File: config.mk
export PLATFORM = sky130hd
export DESIGN_NAME = spiflash_cache_wb
export DESIGN_NICKNAME = d
export VERILOG_FILES = /design/src/rtl/spiflash_cache_pkg.sv /design/src/rtl/spiflash_cache_ram.sv /design/src/rtl/spiflash_cache_wb.sv
export SDC_FILE = /design/constraint.sdc
export NUM_CORES = 2
export LEC_CHECK = 0
export ABC_AREA = 1
export BUFFER_PORTS_ARGS = -buffer_cell sky130_fd_sc_hd__buf_2
export CAP_MARGIN = 20
export CELL_PAD_IN_SITES_DETAIL_PLACEMENT = 1
export CELL_PAD_IN_SITES_GLOBAL_PLACEMENT = 2
export CORE_AREA = 2 2 493 495
export DETAILED_ROUTE_END_ITERATION = 6
export DIE_AREA = 0 0 495 497
export GPL_TIMING_DRIVEN = 1
export PLACE_DENSITY_LB_ADDON = 0.1
export SYNTH_ARGS = -nofsm -noshare
export SYNTH_HDL_FRONTEND = slang
export SYNTH_SLANG_ARGS = --single-unit
File: constraint.sdc
create_clock -name wb_clk_i -period 14.8 [get_ports wb_clk_i]
set_input_delay 2.22 -clock wb_clk_i [delete_from_list [all_inputs] [get_ports wb_clk_i]]
set_output_delay 2.22 -clock wb_clk_i [all_outputs]
set_load 0.05 [all_outputs]
File: src/rtl/spiflash_cache_pkg.sv
// Shared types and sizing helpers for the SPI flash read cache.
package spiflash_cache_pkg;

    typedef enum logic [1:0] {
        StIdle,
        StLookup,
        StFill,
        StResp
    } state_e;

    // Low two bits of every downstream byte address: the cache only fetches whole words.
    localparam logic [1:0] WordPad = 2'b00;

    function automatic int unsigned idx_width(input int unsigned lines);
        return $clog2(lines);
    endfunction

    function automatic int unsigned tag_width(input int unsigned lines,
                                              input int unsigned addr_w);
        return addr_w - 2 - $clog2(lines);
    endfunction

endpackage

File: src/rtl/spiflash_cache_ram.sv
// Single-port {tag,data} line store with a registered read port.
module spiflash_cache_ram #(
    parameter int unsigned Depth = 64,
    parameter int unsigned Width = 48
) (
    input  logic                     clk,
    input  logic                     we,
    input  logic [$clog2(Depth)-1:0] addr,
    input  logic [Width-1:0]         wdata,
    output logic [Width-1:0]         rdata
);

    logic [Width-1:0] mem [Depth];

    // Write on fill; read every cycle so a lookup sees the line one cycle after the request.
    always_ff @(posedge clk) begin
        if (we) begin
            mem[addr] <= wdata;
        end
        rdata <= mem[addr];
    end

endmodule

File: src/rtl/spiflash_cache_wb.sv
// Direct-mapped read-only word cache between the CPU Wishbone bus and the SPI flash reader.
// Optional hit/miss counters are built when SPIFLASH_CACHE_STATS_EN is defined.
module spiflash_cache_wb
    import spiflash_cache_pkg::*;
#(
    parameter int unsigned LINES  = 64,
    parameter int unsigned ADDR_W = 24
) (
    input  logic        wb_clk_i,
    input  logic        wb_rst_ni,
    input  logic [31:0] wb_adr_i,
    input  logic [31:0] wb_dat_i,
    output logic [31:0] wb_dat_o,
    input  logic [3:0]  wb_sel_i,
    input  logic        wb_we_i,
    input  logic        wb_cyc_i,
    input  logic        wb_stb_i,
    output logic        wb_ack_o,
    output logic [31:0] m_adr_o,
    output logic        m_cyc_o,
    output logic        m_stb_o,
    output logic        m_we_o,
    input  logic [31:0] m_dat_i,
    input  logic        m_ack_i,
`ifdef SPIFLASH_CACHE_STATS_EN
    output logic [31:0] hit_cnt_o,
    output logic [31:0] miss_cnt_o,
`endif
    input  logic        flush_i
);

    localparam int unsigned IdxW  = idx_width(LINES);
    localparam int unsigned TagW  = tag_width(LINES, ADDR_W);
    localparam int unsigned WadrW = ADDR_W - 2;
    localparam int unsigned RamW  = TagW + 32;

    state_e             state_q, state_d;
    logic [WadrW-1:0]   adr_q, adr_d;
    logic               ack_q, ack_d;
    logic [31:0]        dat_q, dat_d;
    logic               mcyc_q, mcyc_d;
    logic [31:0]        madr_q, madr_d;
    logic               flushed_q, flushed_d;
    logic [LINES-1:0]   valid_q;

    logic               req;
    logic               hit;
    logic               fill_done;
    logic [IdxW-1:0]    req_idx;
    logic [IdxW-1:0]    cur_idx;
    logic [TagW-1:0]    cur_tag;
    logic               ram_we;
    logic [IdxW-1:0]    ram_addr;
    logic [RamW-1:0]    ram_wdata;
    logic [RamW-1:0]    ram_rdata;
    logic               unused_bits;

    assign unused_bits = ^{wb_dat_i, wb_sel_i, wb_adr_i[31:ADDR_W], wb_adr_i[1:0]};

    assign req       = wb_cyc_i & wb_stb_i & ~ack_q;
    assign req_idx   = wb_adr_i[2 +: IdxW];
    assign cur_idx   = adr_q[IdxW-1:0];
    assign cur_tag   = adr_q[WadrW-1:IdxW];
    // A flush on the lookup edge forces a miss so no stale line is ever returned.
    assign hit       = valid_q[cur_idx] & (ram_rdata[RamW-1:32] == cur_tag) & ~flush_i;
    assign fill_done = (state_q == StFill) & m_ack_i;

    assign ram_we    = fill_done;
    assign ram_addr  = (state_q == StFill) ? cur_idx : req_idx;
    assign ram_wdata = {cur_tag, m_dat_i};

    spiflash_cache_ram #(
        .Depth (LINES),
        .Width (RamW)
    ) u_ram (
        .clk   (wb_clk_i),
        .we    (ram_we),
        .addr  (ram_addr),
        .wdata (ram_wdata),
        .rdata (ram_rdata)
    );

    // Next-state and registered-output logic of the request FSM.
    always_comb begin
        state_d   = state_q;
        adr_d     = adr_q;
        ack_d     = 1'b0;
        dat_d     = dat_q;
        mcyc_d    = mcyc_q;
        madr_d    = madr_q;
        flushed_d = flushed_q | flush_i;
        unique case (state_q)
            StIdle: begin
                if (req) begin
                    if (wb_we_i) begin
                        ack_d   = 1'b1;
                        state_d = StResp;
                    end else begin
                        adr_d   = wb_adr_i[ADDR_W-1:2];
                        state_d = StLookup;
                    end
                end
            end
            StLookup: begin
                if (hit) begin
                    ack_d   = 1'b1;
                    dat_d   = ram_rdata[31:0];
                    state_d = StResp;
                end else begin
                    madr_d    = 32'({adr_q, WordPad});
                    mcyc_d    = 1'b1;
                    flushed_d = 1'b0;
                    state_d   = StFill;
                end
            end
            StFill: begin
                if (m_ack_i) begin
                    // Strobe drops on the ack edge; ack upstream only if the CPU still waits.
                    mcyc_d  = 1'b0;
                    dat_d   = m_dat_i;
                    ack_d   = wb_cyc_i;
                    state_d = StResp;
                end
            end
            StResp: begin
                state_d = StIdle;
            end
            default: begin
                state_d = StIdle;
            end
        endcase
    end

    // State and output registers; reset abandons any downstream cycle at once.
    always_ff @(posedge wb_clk_i) begin
        if (!wb_rst_ni) begin
            state_q   <= StIdle;
            adr_q     <= '0;
            ack_q     <= 1'b0;
            dat_q     <= '0;
            mcyc_q    <= 1'b0;
            madr_q    <= '0;
            flushed_q <= 1'b0;
        end else begin
            state_q   <= state_d;
            adr_q     <= adr_d;
            ack_q     <= ack_d;
            dat_q     <= dat_d;
            mcyc_q    <= mcyc_d;
            madr_q    <= madr_d;
            flushed_q <= flushed_d;
        end
    end

    // Valid flops: flush wipes all lines in one edge; a fill overlapped by a flush stays invalid.
    always_ff @(posedge wb_clk_i) begin
        if (!wb_rst_ni) begin
            valid_q <= '0;
        end else if (flush_i) begin
            valid_q <= '0;
        end else if (fill_done && !flushed_q) begin
            valid_q[cur_idx] <= 1'b1;
        end
    end

`ifdef SPIFLASH_CACHE_STATS_EN
    // Hit/miss counters, one step per read resolved in lookup; flush leaves them alone.
    always_ff @(posedge wb_clk_i) begin
        if (!wb_rst_ni) begin
            hit_cnt_o  <= '0;
            miss_cnt_o <= '0;
        end else if (state_q == StLookup) begin
            if (hit) begin
                hit_cnt_o <= hit_cnt_o + 32'd1;
            end else begin
                miss_cnt_o <= miss_cnt_o + 32'd1;
            end
        end
    end
`endif

    assign wb_ack_o = ack_q;
    assign wb_dat_o = dat_q;
    assign m_cyc_o  = mcyc_q;
    assign m_stb_o  = mcyc_q;
    assign m_adr_o  = madr_q;
    assign m_we_o   = 1'b0;

endmodule
==> qor.csv <==
stage,metric,value,unit
clock_tree,level count of the clock H-tree,5,
detailed_routing,antenna-violating nets left,0,
setup_path,type of origin of the critical path,flop,
sta,number of max-slew violations in the final report,0,
finish,"top library cells by usage in the layout, fill and taps aside","sky130_fd_sc_hd__edfxtp_1 (3072), sky130_fd_sc_hd__a22oi_1 (1366), sky130_fd_sc_hd__nand2_1 (1258), sky130_fd_sc_hd__nand4_1 (377), sky130_fd_sc_hd__clkbuf_16 (357)",
sta,final setup vio count,0,
floorplan,# IOs,175,
synth,top_reg_cell synth,sky130_fd_sc_hd__edfxtp_1,
detailed_routing,Avg Vias per Cell,6.52,
clock_tree,TritonCTS clock tree,yes,
finish,utilization after layout,56.3,%
detailed_routing,initial drt markers,9659,
grt,wire length of the first global-routing pass,574000,um
clock_tree,source-to-sink clock delay at the later pin of the worst-skew pair,980,ps
placement,Detail Placement HPWL,211000,um
sta,setup TNS after final layout,0,ps
synth,unique cell type count in the Yosys netlist,47,
floorplan,overall die width,495,um
grt,pin count of the biggest net entering global routing,135,
placement,pre-CTS worst setup slack,7170,ps
pwr,Max IR drop VDD,0.117,mV
floorplan,die extent in y,497,um
grt,total congestion overflow,0,
pwr,power after layout,22.6,mW
grt,number of antenna violations at the first check in global routing,20,
synth,sequential area share after synthesis,80.3,%
sta,headroom to the max-slew limit,22.1,%
sta,setup repair after global routing missed its margin,false,
synth,area share of fa/ha/maj cells after synthesis,0.0418,%
clock_tree,Setup Buffers After CTS,0,
sta,Max Clock Skew,41.1,ps
clock_tree,Worst-path clk slew,60,ps
synth,"synthesized-area fraction occupied by ao, oa, aoi and oai cells",9.58,%
detailed_routing,Avg WL per Cell,36.7,um
pwr,Power Dens Cells,167,nW/um^2
floorplan,floorplan row count,180,
clock_tree,post-CTS resize count,0,
floorplan,core region area,240000,um^2
flow_run,Max Cap Violations,0,
clock_tree,root cell of the clock tree,sky130_fd_sc_hd__clkbuf_16,
setup_path,"Worst Path Class, Setup",reg2reg,
synth,mux cell area share after synthesis,0,%
synth,largest family of logic cells by synthesized area,compound AO/OA/AOI/OAI gates,
synth,"Avg Cell Area, Syn",15.8,um^2
clock_tree,number of clock buffers inserted by TritonCTS,348,
synth,instance count of the mapped netlist,7552,
finish,total number of nets in the final design,7927,
placement,count of input and output buffers,117,
grt,GRT Resource Usage Total,33.3,%
sta,clock period minus final worst setup slack,7030,ps
clock_tree,Post-CTS Hold Fix Bufs,0,
placement,final weighted congestion in routability-driven placement,0.799,
finish,relative area change from synthesis to final layout,13.0,%
sta,final hold viol count,0,
synth,xor/xnor share of the synthesized area,0.0366,%
worst_hold_path,min-delay worst type,reg2reg,
grt,vias in the first global route,74200,
setup_path,Worst EP required,15690,ps
sta,worst hold slack,455,ps
finish,most common library cell in the layout ignoring fill and taps,sky130_fd_sc_hd__edfxtp_1,
synth,count of synthesis-stage warnings from yosys,0,
finish,proportion of layout cells with a drive suffix above 1,11.8,%
setup_path,endpoint kind of the worst setup timing path,flop,
synth,"EDFF count, synth",3072,
detailed_routing,first-pass iteration count of the detailed router,6,
detailed_routing,wire length reported by the detailed router,415000,um
run_status,outcome,"finished, final reports clean",
detailed_routing,via count,73600,
synth,simple-gate area share of the yosys netlist,7.57,%
pwr,Pleak,44.2,nW
sta,Final WS setup,7770,ps
synth,flip-flop and latch count after synthesis,3265,
clock_tree,Clock Path Buffers,4,
setup_path,largest driver fanout on the critical path,85,
synth,Post-Synthesis Cell Area,120000,um^2
detailed_routing,DRC Markers,0,
sta,max frequency,142,MHz
setup_path,Arrival @ worst endpoint,7920,ps
finish,final-layout fill cell count,22000,
sta,slew of the pin with the lowest slew margin,1170,ps
floorplan,Die Outline Area,246000,um^2
floorplan,effective utilization at floorplan,49.8,%
clock_tree,sink count of the clock tree,3265,
sta,fin crit share,47.5,%
synth,share of synthesized flip-flops with an asynchronous set or reset,0,%
metrics by stage:
stage          instances  cell area, um^2
2_1_floorplan       7562           120000
3_3_place_gp       10600           124000
3_5_place_dp       10600           124000
4_1_cts            11300           135000
5_1_grt            11300           135000
6_report           11300           135000
cell type report:
type	count	area, um^2	share of cell area [%]
Sequential cell	3265	96100	71.1
Multi-Input combinational cell	3682	21200	15.7
Clock buffer	462	9490	7.02
Tap cell	3185	3990	2.95
Timing Repair Buffer	345	2400	1.77
Clock inverter	158	1310	0.965
Inverter	174	706	0.522
Antenna cell	10	25.0	0.0185
power breakdown:
group / switching [mW] / total (mW) / internal, mW
clock: 3.55 / 8.42 / 4.87
combinational: 2.91 / 3.77 / 0.858
sequential: 0.103 / 10.5 / 10.4
per-layer routing:
layer / vias up / share of wire [%] / track usage (%)
met5: - / 0.018 / 0
met4: 10 / 3.5 / 11.2
met3: 707 / 9.6 / 5.85
met2: 3966 / 47 / 52.4
met1: 38900 / 40 / 47.0
li1: 29900 / - / -
logic make-up after synthesis:
| group | after synthesis |
|---|---|
| XOR/XNOR | 5 |
| AO/OA/AOI/OAI | 1586 |
| flip-flops | 3265 |
| AND/OR/NAND/NOR | 2076 |
| other | 1 |
| adder cells (fa/ha/maj) | 4 |
| buffers and inverters | 615 |
worst max-delay path: stages (launching register included):
cell and delay (ps):
sky130_fd_sc_hd__dfxtp_1 410, sky130_fd_sc_hd__inv_1 100, sky130_fd_sc_hd__ha_2 300, sky130_fd_sc_hd__inv_2 720, sky130_fd_sc_hd__nand2_1 160, sky130_fd_sc_hd__nand2_2 240
sky130_fd_sc_hd__nand3_2 430, sky130_fd_sc_hd__inv_8 760, sky130_fd_sc_hd__buf_4 710, sky130_fd_sc_hd__buf_4 760, sky130_fd_sc_hd__buf_4 820, sky130_fd_sc_hd__buf_4 570
sky130_fd_sc_hd__a22oi_1 170, sky130_fd_sc_hd__nand4_1 140, sky130_fd_sc_hd__nand2_1 130, sky130_fd_sc_hd__nand2_1 240, sky130_fd_sc_hd__nor2_1 70, sky130_fd_sc_hd__nand2_1 60
sequential cells by signal, indices dropped and copies added, names as in the netlist:
| register | cells |
|---|---|
| state_q | 2 |
| wb_dat_o | 32 |
| m_cyc_o | 1 |
| flushed_q | 1 |
| valid_q | 64 |
| u_ram.mem | 3072 |
| m_adr_o | 22 |
| adr_q | 22 |
| wb_ack_o | 1 |
| u_ram.rdata | 48 |
synth_stat cells (3+ instances only):
| cell type | number | area share, % |
|---|---|---|
| sky130_fd_sc_hd__buf_2 | 332 | 1.4 |
| sky130_fd_sc_hd__o21ai_1 | 24 | 0.10 |
| sky130_fd_sc_hd__nand3_1 | 81 | 0.34 |
| sky130_fd_sc_hd__a21oi_1 | 81 | 0.34 |
| sky130_fd_sc_hd__edfxtp_1 | 3072 | 77 |
| sky130_fd_sc_hd__buf_6 | 9 | 0.085 |
| sky130_fd_sc_hd__nor3_2 | 13 | 0.11 |
| sky130_fd_sc_hd__nor3_1 | 14 | 0.059 |
| sky130_fd_sc_hd__inv_2 | 28 | 0.088 |
| sky130_fd_sc_hd__nor2_1 | 311 | 0.98 |
| sky130_fd_sc_hd__o22ai_1 | 4 | 0.021 |
| sky130_fd_sc_hd__buf_4 | 33 | 0.21 |
| sky130_fd_sc_hd__o2111ai_1 | 8 | 0.059 |
| sky130_fd_sc_hd__inv_1 | 145 | 0.45 |
| sky130_fd_sc_hd__dfxtp_1 | 193 | 3.2 |
| sky130_fd_sc_hd__a22oi_1 | 1366 | 8.6 |
| sky130_fd_sc_hd__o21ai_2 | 3 | 0.022 |
| sky130_fd_sc_hd__xor2_1 | 4 | 0.029 |
| sky130_fd_sc_hd__buf_1 | 5 | 0.016 |
| sky130_fd_sc_hd__nand3_2 | 3 | 0.025 |
| sky130_fd_sc_hd__nand2_2 | 5 | 0.026 |
| sky130_fd_sc_hd__o21a_1 | 15 | 0.094 |
| sky130_fd_sc_hd__o21ai_0 | 77 | 0.32 |
| sky130_fd_sc_hd__nand4_1 | 377 | 2.0 |
| sky130_fd_sc_hd__nand2_1 | 1258 | 3.9 |
| sky130_fd_sc_hd__clkbuf_1 | 60 | 0.19 |
| sky130_fd_sc_hd__ha_1 | 4 | 0.042 |
final timing paths:
check	endpoint	slack, ps	startpoint	depth (start not counted)
setup / recovery	u_ram.rdata[21]$_DFF_P_	7770	state_q[0]$_SDFFE_PN0P_	17
hold reg to reg	valid_q[8]$_SDFFE_PP0P_	450	valid_q[8]$_SDFFE_PP0P_	2
hold / removal	valid_q[8]$_SDFFE_PP0P_	450	valid_q[8]$_SDFFE_PP0P_	2
setup reg to reg	u_ram.rdata[21]$_DFF_P_	7770	state_q[0]$_SDFFE_PN0P_	17
(Power assumes the default switching activity.)
